## src/rtl/div_master_pkg.sv

```systemverilog
// div_master_pkg: FSM state encoding and response error codes
// shared by the divider front-end and its bench.
package div_master_pkg;

    typedef enum logic [1:0] {
        IDLE,
        ISSUE,
        WAIT,
        RESP
    } state_e;

    localparam logic [1:0] ERR_OK   = 2'b00;
    localparam logic [1:0] ERR_DIV0 = 2'b01;
    localparam logic [1:0] ERR_TMO  = 2'b10;

endpackage

```

## src/rtl/div_master_if.sv

```systemverilog
// div_master_if: command, divider and response signals of div_master.
// master = the div_master side, slave = the environment side.
interface div_master_if #(
    parameter int W = 32
) ();

    logic         cmd_valid;
    logic         cmd_ready;
    logic [W-1:0] cmd_dvnd;
    logic [W-1:0] cmd_dvsr;

    logic         div_start;
    logic [W-1:0] div_dvnd;
    logic [W-1:0] div_dvsr;
    logic         div_ready;
    logic         div_done_tick;
    logic [W-1:0] div_quo;
    logic [W-1:0] div_rmd;

    logic         rsp_valid;
    logic [W-1:0] rsp_quo;
    logic [W-1:0] rsp_rmd;
    logic [1:0]   rsp_err;
    logic         rsp_ack;

    modport master (
        input  cmd_valid, cmd_dvnd, cmd_dvsr,
        output cmd_ready,
        output div_start, div_dvnd, div_dvsr,
        input  div_ready, div_done_tick, div_quo, div_rmd,
        output rsp_valid, rsp_quo, rsp_rmd, rsp_err,
        input  rsp_ack
    );

    modport slave (
        output cmd_valid, cmd_dvnd, cmd_dvsr,
        input  cmd_ready,
        input  div_start, div_dvnd, div_dvsr,
        output div_ready, div_done_tick, div_quo, div_rmd,
        input  rsp_valid, rsp_quo, rsp_rmd, rsp_err,
        output rsp_ack
    );

endinterface

```

## src/rtl/div_master_timer.sv

```systemverilog
// div_timer: cycle counter for the WAIT state, flags the last
// cycle before a timeout.
module div_timer #(
    parameter int TO_CYC = 64
) (
    input  logic clk_i,
    input  logic reset_ni,
    input  logic clr_i,
    input  logic en_i,
    output logic tc_o
);

    localparam int CW = $clog2(TO_CYC);

    logic [CW-1:0] cnt_q, cnt_d;

    assign tc_o = (cnt_q == CW'(TO_CYC - 1));

    // Holds at terminal count so it can never wrap back to zero.
    always_comb begin
        cnt_d = cnt_q;
        if (clr_i) begin
            cnt_d = '0;
        end else if (en_i && !tc_o) begin
            cnt_d = cnt_q + CW'(1);
        end
    end

    always_ff @(posedge clk_i) begin
        if (!reset_ni) begin
            cnt_q <= '0;
        end else begin
            cnt_q <= cnt_d;
        end
    end

endmodule

```

## src/rtl/div_master.sv

```systemverilog
// div_master: accepts divide commands, drives an external divider
// and returns quotient/remainder with div-by-zero and timeout errors.
module div_master
    import div_master_pkg::*;
#(
    parameter int W      = 32,
    parameter int TO_CYC = 64
) (
    input logic         clk,
    input logic         reset_n,
    div_master_if.master bus
);

    state_e       state_q, state_d;
    logic [W-1:0] dvnd_q, dvnd_d;
    logic [W-1:0] dvsr_q, dvsr_d;
    logic [W-1:0] quo_q, quo_d;
    logic [W-1:0] rmd_q, rmd_d;
    logic [1:0]   err_q, err_d;
    logic         tmr_tc;

    div_timer #(
        .TO_CYC (TO_CYC)
    ) u_timer (
        .clk_i    (clk),
        .reset_ni (reset_n),
        .clr_i    (state_q != WAIT),
        .en_i     (state_q == WAIT),
        .tc_o     (tmr_tc)
    );

    always_ff @(posedge clk) begin
        if (!reset_n) begin
            state_q <= IDLE;
            dvnd_q  <= '0;
            dvsr_q  <= '0;
            quo_q   <= '0;
            rmd_q   <= '0;
            err_q   <= ERR_OK;
        end else begin
            state_q <= state_d;
            dvnd_q  <= dvnd_d;
            dvsr_q  <= dvsr_d;
            quo_q   <= quo_d;
            rmd_q   <= rmd_d;
            err_q   <= err_d;
        end
    end

    always_comb begin
        state_d = state_q;
        dvnd_d  = dvnd_q;
        dvsr_d  = dvsr_q;
        quo_d   = quo_q;
        rmd_d   = rmd_q;
        err_d   = err_q;
        unique case (state_q)
            IDLE: begin
                if (bus.cmd_valid) begin
                    if (bus.cmd_dvsr != '0) begin
                        dvnd_d  = bus.cmd_dvnd;
                        dvsr_d  = bus.cmd_dvsr;
                        state_d = ISSUE;
                    end else begin
                        quo_d   = '1;
                        rmd_d   = bus.cmd_dvnd;
                        err_d   = ERR_DIV0;
                        state_d = RESP;
                    end
                end
            end
            ISSUE: begin
                if (bus.div_ready) begin
                    state_d = WAIT;
                end
            end
            WAIT: begin
                // A done tick on the terminal cycle still wins.
                if (bus.div_done_tick) begin
                    quo_d   = bus.div_quo;
                    rmd_d   = bus.div_rmd;
                    err_d   = ERR_OK;
                    state_d = RESP;
                end else if (tmr_tc) begin
                    quo_d   = '0;
                    rmd_d   = '0;
                    err_d   = ERR_TMO;
                    state_d = RESP;
                end
            end
            RESP: begin
                if (bus.rsp_ack) begin
                    state_d = IDLE;
                end
            end
            default: begin
                state_d = IDLE;
            end
        endcase
    end

    assign bus.cmd_ready = (state_q == IDLE);
    assign bus.div_start = (state_q == ISSUE) && bus.div_ready;
    assign bus.div_dvnd  = dvnd_q;
    assign bus.div_dvsr  = dvsr_q;
    assign bus.rsp_valid = (state_q == RESP);
    assign bus.rsp_quo   = quo_q;
    assign bus.rsp_rmd   = rmd_q;
    assign bus.rsp_err   = err_q;

endmodule

```

## src/flat_wrapper.sv

```systemverilog
// flat-port wrapper written by rule: the top's interface ports become plain ports
module div_master_flat import div_master_pkg::*;
#(
    parameter int W      = 32,
    parameter int TO_CYC = 64
)
  (clk, reset_n, bus_cmd_valid, bus_cmd_dvnd, bus_cmd_dvsr, bus_cmd_ready, bus_div_start, bus_div_dvnd, bus_div_dvsr, bus_div_ready, bus_div_done_tick, bus_div_quo, bus_div_rmd, bus_rsp_valid, bus_rsp_quo, bus_rsp_rmd, bus_rsp_err, bus_rsp_ack);
  div_master_if #(.W(W)) bus_i ();
  input logic clk;
  input logic reset_n;
  input wire logic [$bits(bus_i.cmd_valid)-1:0] bus_cmd_valid;
  input wire logic [$bits(bus_i.cmd_dvnd)-1:0] bus_cmd_dvnd;
  input wire logic [$bits(bus_i.cmd_dvsr)-1:0] bus_cmd_dvsr;
  output wire logic [$bits(bus_i.cmd_ready)-1:0] bus_cmd_ready;
  output wire logic [$bits(bus_i.div_start)-1:0] bus_div_start;
  output wire logic [$bits(bus_i.div_dvnd)-1:0] bus_div_dvnd;
  output wire logic [$bits(bus_i.div_dvsr)-1:0] bus_div_dvsr;
  input wire logic [$bits(bus_i.div_ready)-1:0] bus_div_ready;
  input wire logic [$bits(bus_i.div_done_tick)-1:0] bus_div_done_tick;
  input wire logic [$bits(bus_i.div_quo)-1:0] bus_div_quo;
  input wire logic [$bits(bus_i.div_rmd)-1:0] bus_div_rmd;
  output wire logic [$bits(bus_i.rsp_valid)-1:0] bus_rsp_valid;
  output wire logic [$bits(bus_i.rsp_quo)-1:0] bus_rsp_quo;
  output wire logic [$bits(bus_i.rsp_rmd)-1:0] bus_rsp_rmd;
  output wire logic [$bits(bus_i.rsp_err)-1:0] bus_rsp_err;
  input wire logic [$bits(bus_i.rsp_ack)-1:0] bus_rsp_ack;
  assign bus_i.cmd_valid = bus_cmd_valid;
  assign bus_i.cmd_dvnd = bus_cmd_dvnd;
  assign bus_i.cmd_dvsr = bus_cmd_dvsr;
  assign bus_cmd_ready = bus_i.cmd_ready;
  assign bus_div_start = bus_i.div_start;
  assign bus_div_dvnd = bus_i.div_dvnd;
  assign bus_div_dvsr = bus_i.div_dvsr;
  assign bus_i.div_ready = bus_div_ready;
  assign bus_i.div_done_tick = bus_div_done_tick;
  assign bus_i.div_quo = bus_div_quo;
  assign bus_i.div_rmd = bus_div_rmd;
  assign bus_rsp_valid = bus_i.rsp_valid;
  assign bus_rsp_quo = bus_i.rsp_quo;
  assign bus_rsp_rmd = bus_i.rsp_rmd;
  assign bus_rsp_err = bus_i.rsp_err;
  assign bus_i.rsp_ack = bus_rsp_ack;
  div_master #(.W(W), .TO_CYC(TO_CYC)) u_core (.clk(clk), .reset_n(reset_n), .bus(bus_i));
endmodule
```

## config.mk

```make
export PLATFORM = sky130hd
export DESIGN_NAME = div_master_flat
export DESIGN_NICKNAME = d
export VERILOG_FILES = /design/src/rtl/div_master_pkg.sv /design/src/rtl/div_master_if.sv /design/src/rtl/div_master_timer.sv /design/src/rtl/div_master.sv /design/src/flat_wrapper.sv
export SDC_FILE = /design/constraint.sdc
export NUM_CORES = 1
export LEC_CHECK = 0
export BUFFER_PORTS_ARGS = -buffer_cell sky130_fd_sc_hd__buf_2
export CAP_MARGIN = 0
export CORE_MARGIN = 1.5
export CORE_UTILIZATION = 45
export CTS_CLUSTER_SIZE = 40
export DETAILED_ROUTE_END_ITERATION = 6
export PLACE_DENSITY = 0.77
export SYNTH_ARGS = -nofsm -noshare
export SYNTH_HDL_FRONTEND = slang
export SYNTH_SLANG_ARGS = --single-unit
```

## constraint.sdc

```tcl
create_clock -name clk -period 3.5 [get_ports clk]
set_input_delay 0.35 -clock clk [delete_from_list [all_inputs] [get_ports clk]]
set_output_delay 0.35 -clock clk [all_outputs]
set_load 0.01 [all_outputs]
```

Word level (Yosys, flattened, before mapping)
Cells that the tools add are included.

Register bits: 138. Latch bits: 0. Memory bits (writable): 0. Bits in read-only memories: 0. Input bits: 134. Output and inout port bits: 133. Memories kept: 0.

Add/sub/neg operators: 1. $mul: 0. Divide/modulo/power cells: 0. Order comparisons: 0. Equality and inequality tests: 10. Shifts and indexed selects: 0. Mux-type cells: 21. Bitwise gates (word level): 1. Reductions and logical operators: 10.

Operator list (count): $mux 32 (7); $pmux 32 s2 (2); $reduce_bool 32->1 (1); $mux 2 (10); $ne 2x2->1 const B (4); $pmux 2 s4 (1); $reduce_and 4->1 (2); $add 6x1->6 const B (1); $eq 6x6->1 const B (1); $eq 2x2->1 const B (2); $pmux 2 s2 (1); $ne 3x2->1 const B (1); $reduce_and 3->1 (1); $eq 2x1->1 const B (1); $logic_and 1x1->1 (2); $logic_not 2->1 (1); $ne 2x1->1 const B (1); $reduce_bool 2->1 (1); $reduce_or 2->1 (1); $logic_not 1->1 (1); $not 1->1 (1).

Logic depth before layout (Yosys ltp)
Depth in word-level cells: 4. Depth in mapped cells: 10. Mapped depth without buffers: 7.

By module
Synthesis repeated with hierarchy kept, for this count alone.

Cells, all modules: 681. Area total of the unflattened synthesis: 6542.5 um^2.

Modules (own cells, without submodules): div_master (instances 1, cells an instance 648, area each 6241.0 um^2, seq. area each 2642.5 um^2); div_timer (instances 1, cells an instance 33, area each 301.5 um^2, seq. area each 120.1 um^2).

Worst setup path before layout
Ideal clock, no wire load.

Kind: register -> register. From: register u_core.state_q[0]. To: register u_core.quo_q[10] (netlist: u_core.bus.rsp_quo[10]). Setup time: 116 ps. Data arrival time: 1762 ps. Setup slack: 1622 ps. Cell stages (with the launch flop): 11. Path buffers: 3. Period minus slack after synthesis: 1878 ps. Path through: dfxtp_1 inv_1 ha_1 buf_2 nor2b_1 o21ai_1 o211a_2 buf_2 buf_2 nand4_1 o211a_1.

Word-level cells in the longest chain between the ends: 3. Elaborated cells between the ends (all ways): 8. Those cells by class: 4 x eq/ne; 1 x mux; 3 x reduce/logical.

Ends and longest elaborated chain: start: declaration (line div_master.sv:14) `state_e state_q, state_d;`; start signal: assignment (line div_master.sv:41) `state_q <= state_d;`; $eq 2x2->1 or $logic_not 2->1 (tied branches) (line div_master.sv:57) `unique case (state_q)`; $ne 3x2->1 (no line), or another cell as far along; $reduce_and 4->1 (no line); end signal: assignment (line div_master.sv:44) `quo_q <= quo_d;`; end: declaration (line div_master.sv:17) `logic [W-1:0] quo_q, quo_d;`.

Parallel ways exist; a longest one is shown, timed or not. A chain may end at the register's enable or synchronous reset.

Final worst setup path
From: register u_core.state_q[0]. To: register u_core.rmd_q[15] (netlist: u_core.bus.rsp_rmd[15]).

Word-level cells in the longest chain between the ends: 3. Elaborated cells between the ends (all ways): 8. Those cells by class: 4 x eq/ne; 1 x mux; 3 x reduce/logical.

Ends and longest elaborated chain: $eq 2x2->1 or $logic_not 2->1 (tied branches) (line div_master.sv:57); $ne 3x2->1 (no line), or another cell as far along; $reduce_and 4->1 (no line); end signal: assignment (line div_master.sv:45) `rmd_q <= rmd_d;`; end: declaration (line div_master.sv:18) `logic [W-1:0] rmd_q, rmd_d;`.

Parallel ways exist; a longest one is shown, timed or not.

==> results.py <==
metrics = {
    "floorplan": {
        "fp-row-count": 41,
        "ios": 267,
        "die_area_mm2": 0.0135,
        "fp.coreArea_mm2": 0.0126,
        "die-height_um": 116,
        "die_w_um": 116,
        "start_util": 0.460,
    },
    "clocking": {
        "h-tree-depth": 4,
        "cts_resized": 0,
        "cts.sinks": 138,
        "post_cts_buffers": 0,
        "cts_tree": "done",
        "cts.path.max_buffers": 2,
        "hold_buffers": 0,
        "cts_root_buffer": "clkbuf_16",
        "clkLatencyLatePin_ns": 0.41,
        "clk_pin_slew_ns": 0.06,
        "cts-buffers-inserted": 17,
    },
    "grt": {
        "grt_max_degree": 129,
        "grt_pass1_wl_mm": 25.3,
        "grt_overflow": 0,
        "antenna_found_initial": 0,
        "track_usage": 0.243,
        "grt_pass1_vias": 4957,
    },
    "worst_setup_path": {
        "rr_worst_depth": 7,
        "r2r_slack_ns": 1.22,
        "slowest_stage": "and2_2",
        "r2r_start": "u_core.state_q[0]$_SDFFE_PN0P_",
        "critPathCaptureType": "flip-flop",
        "crit_chain": "inv_1 > ha_2 > buf_4 > o211a_2 > and2_2 > buf_12 > a211oi_1",
        "start_kind": "flip-flop",
        "cp_max_fo": 37,
        "r2r-end": "u_core.bus.rsp_rmd[15]$_SDFFE_PN0P_",
        "worstPathRequired_ns": 3.79,
        "arrival_ns": 2.57,
        "critPathKind": "flip-flop to flip-flop",
        "cpPeakStageDelay_ns": 0.55,
    },
    "min_path": {
        "min_from": "bus_cmd_dvnd[15]",
        "hold_depth": 3,
        "whs_endpoint": "u_core.bus.div_dvnd[15]$_SDFFE_PN0P_",
        "min_path_type": "primary input to flip-flop",
    },
    "placement": {
        "dpl.hpwl_mm": 11.7,
        "port_buffers": 266,
        "dp_slack_ns": 0.975,
        "routabilityCongestion": 0.845,
    },
    "detailed_routing": {
        "drt_first_pass_iters": 4,
        "drt_iter0_drc": 358,
        "ant_nets": 0,
        "wire_per_inst_um": 15.5,
        "vias": 5825,
        "avgViaCountPerCell": 5.31,
        "wirelength_mm": 17.0,
        "drc_errors": 0,
    },
    "power_and_ir_drop": {
        "total_power_w": 0.00663,
        "leakagePower_nw": 3.81,
        "power_density_mw_per_mm2": 856,
        "ir_drop_uv": 376,
    },
    "synthesis": {
        "synth_nets": 829,
        "syn_avg_cell_area_um2": 8.38,
        "synth_cell_types": 34,
        "async_reset_ff_frac": 0,
        "netlist_area_mm2": 0.00578,
        "synth_ff_type": "dfxtp_1",
        "seq_area_frac_synth": 0.478,
        "synth-edff-count": 0,
        "netlist_instances": 690,
        "yosys_warnings": 0,
        "ys_ff_latch": 138,
    },
    "cells_and_area": {
        "syn2layout_area_growth_pct": 34.1,
        "diodes": 0,
        "fin_nets": 1052,
        "layout-drive-gt1-share": 0.337,
        "finalCoreUtilization": 0.617,
    },
    "job": {
        "cap_viol_max_count": 0,
    },
    "timing": {
        "hold_viol": 0,
        "finalCritPeriodShare": 0.653,
        "slew_headroom": 0.528,
        "finalCriticalPeriod_ns": 2.28,
        "maxSlewViolCount": 0,
        "holdWs_ns": 0.182,
        "fmax_mhz": 438,
        "tns_ns": 0,
        "skew_ns": 0.00594,
        "worst_pin_slew_ns": 0.708,
        "rsz0062_at_grt": "false",
        "finalSetupViolCount": 0,
        "fin_ws_ns": 1.22,
    },
    "status": {
        "status": "finished clean",
    },
}
how the worst max path moves through the flow:
| stage | start | end | slack (ns) |
|---|---|---|---|
| 2_1_floorplan | u_core.state_q[0]$_SDFFE_PN0P_ | u_core.bus.rsp_quo[10]$_SDFFE_PN0P_ | 1.62 |
| 3_3_place_gp | bus_cmd_dvsr[23] | u_core.bus.rsp_rmd[10]$_SDFFE_PN0P_ | 1.03 |
| 3_5_place_dp | bus_cmd_dvsr[23] | u_core.bus.rsp_rmd[5]$_SDFFE_PN0P_ | 0.98 |
| 4_1_cts | u_core.u_timer.cnt_q[0]$_SDFFE_PP0P_ | u_core.bus.rsp_rmd[5]$_SDFFE_PN0P_ | 1.19 |
| 5_1_grt | u_core.u_timer.cnt_q[0]$_SDFFE_PP0P_ | u_core.bus.rsp_rmd[23]$_SDFFE_PN0P_ | 0.99 |
| 6_report | u_core.state_q[0]$_SDFFE_PN0P_ | u_core.bus.rsp_rmd[15]$_SDFFE_PN0P_ | 1.22 |
cell usage after synthesis (all sizes together), types with 2 or more instances:
| master | number | area share |
|---|---|---|
| o21ai | 67 | 0.058 |
| nand2 | 100 | 0.065 |
| and2 | 3 | 0.0032 |
| inv | 5 | 0.0032 |
| dfxtp | 138 | 0.48 |
| nand4 | 35 | 0.038 |
| nand3 | 67 | 0.058 |
| a211oi | 33 | 0.043 |
| buf | 30 | 0.030 |
| a21oi | 68 | 0.059 |
| nor2 | 6 | 0.0039 |
| nand2b | 2 | 0.0022 |
| nor3 | 3 | 0.0026 |
| nor4 | 8 | 0.0087 |
| o211a | 34 | 0.059 |
| nor2b | 33 | 0.036 |
| ha | 5 | 0.011 |
| clkbuf | 42 | 0.027 |
metrics by stage:
step,instance area [um^2],instances
after global routing,7750,1098
after CTS,7750,1098
final,7750,1098
after detailed placement,7140,1066
after floorplan,5780,690
after global placement,7140,1066
routing by layer:
layer / vias to the layer above / share of wire / track usage
li1: 2910 / - / -
met1: 2684 / 0.44 / 0.317
met2: 207 / 0.46 / 0.368
met3: 24 / 0.075 / 0.0867
met4: 0 / 0.020 / 0.0992
met5: - / 0 / 0
layout by cell type, fill, tap and decap left out, types with 2 or more instances in the layout:
cell	netlist	layout
a211oi_1	33	33
clkinv_2	0	2
o211a_1	33	33
a21oi_1	68	68
nand2_1	100	100
ha_1	5	4
o21ai_0	65	65
buf_4	9	7
nor2_1	6	6
nand4_1	35	35
and2_1	3	2
buf_12	0	4
buf_2	17	265
dfxtp_1	138	138
clkbuf_1	42	2
clkinvlp_4	0	3
nor3_1	3	3
nand3_1	67	67
clkbuf_16	0	17
inv_1	5	5
nor4_1	8	8
clkbuf_8	0	3
nand2b_1	2	2
bufinv_16	0	3
nor2b_1	33	33
layout make-up:
class                      count  area, um^2
inverter                       6        22.5
tap                          172         215
clock inverter                10         140
clock buffer                  22         474
timing repair buffer         276        1460
multi-input combinational    474        2680
sequential                   138        2760
fill                        1135        4810
registers in the layout (all words and copies together) (netlist names):
name and cells:
u_core.bus.rsp_rmd 32, u_core.state_q 2, u_core.bus.div_dvsr 32, u_core.bus.rsp_quo 32, u_core.bus.rsp_err 2, u_core.bus.div_dvnd 32
u_core.u_timer.cnt_q 6
power by group:
part | total, W | switching, W | leakage, nW | internal [W]
Clock | 0.00185 | 0.000673 | 0.293 | 0.00118
Combinational | 0.00238 | 0.00147 | 2.38 | 0.000908
Sequential | 0.00240 | 0.000283 | 1.13 | 0.00212
Total | 0.00663 | 0.00243 | 3.81 | 0.00420
critical path: cells and delay by family (launching register included):
kind | cells | cell delay, ns
buf+inv | 3 | 0.71
compound gates | 2 | 0.34
flops | 1 | 0.33
fa+ha+maj | 1 | 0.20
simple gates | 1 | 0.55
cell families (layout without fill, tap and decap cells):
family | Yosys count | in the layout | share of synthesized area
compound gates | 207 | 207 | 0.226
xor+xnor | 2 | 2 | 0.00303
fa+ha+maj | 5 | 5 | 0.0108
buf+inv | 78 | 314 | 0.0614
flops | 138 | 138 | 0.478
mux | 1 | 1 | 0.00173
simple gates | 259 | 259 | 0.219
Power figures use the tool's default switching activity.
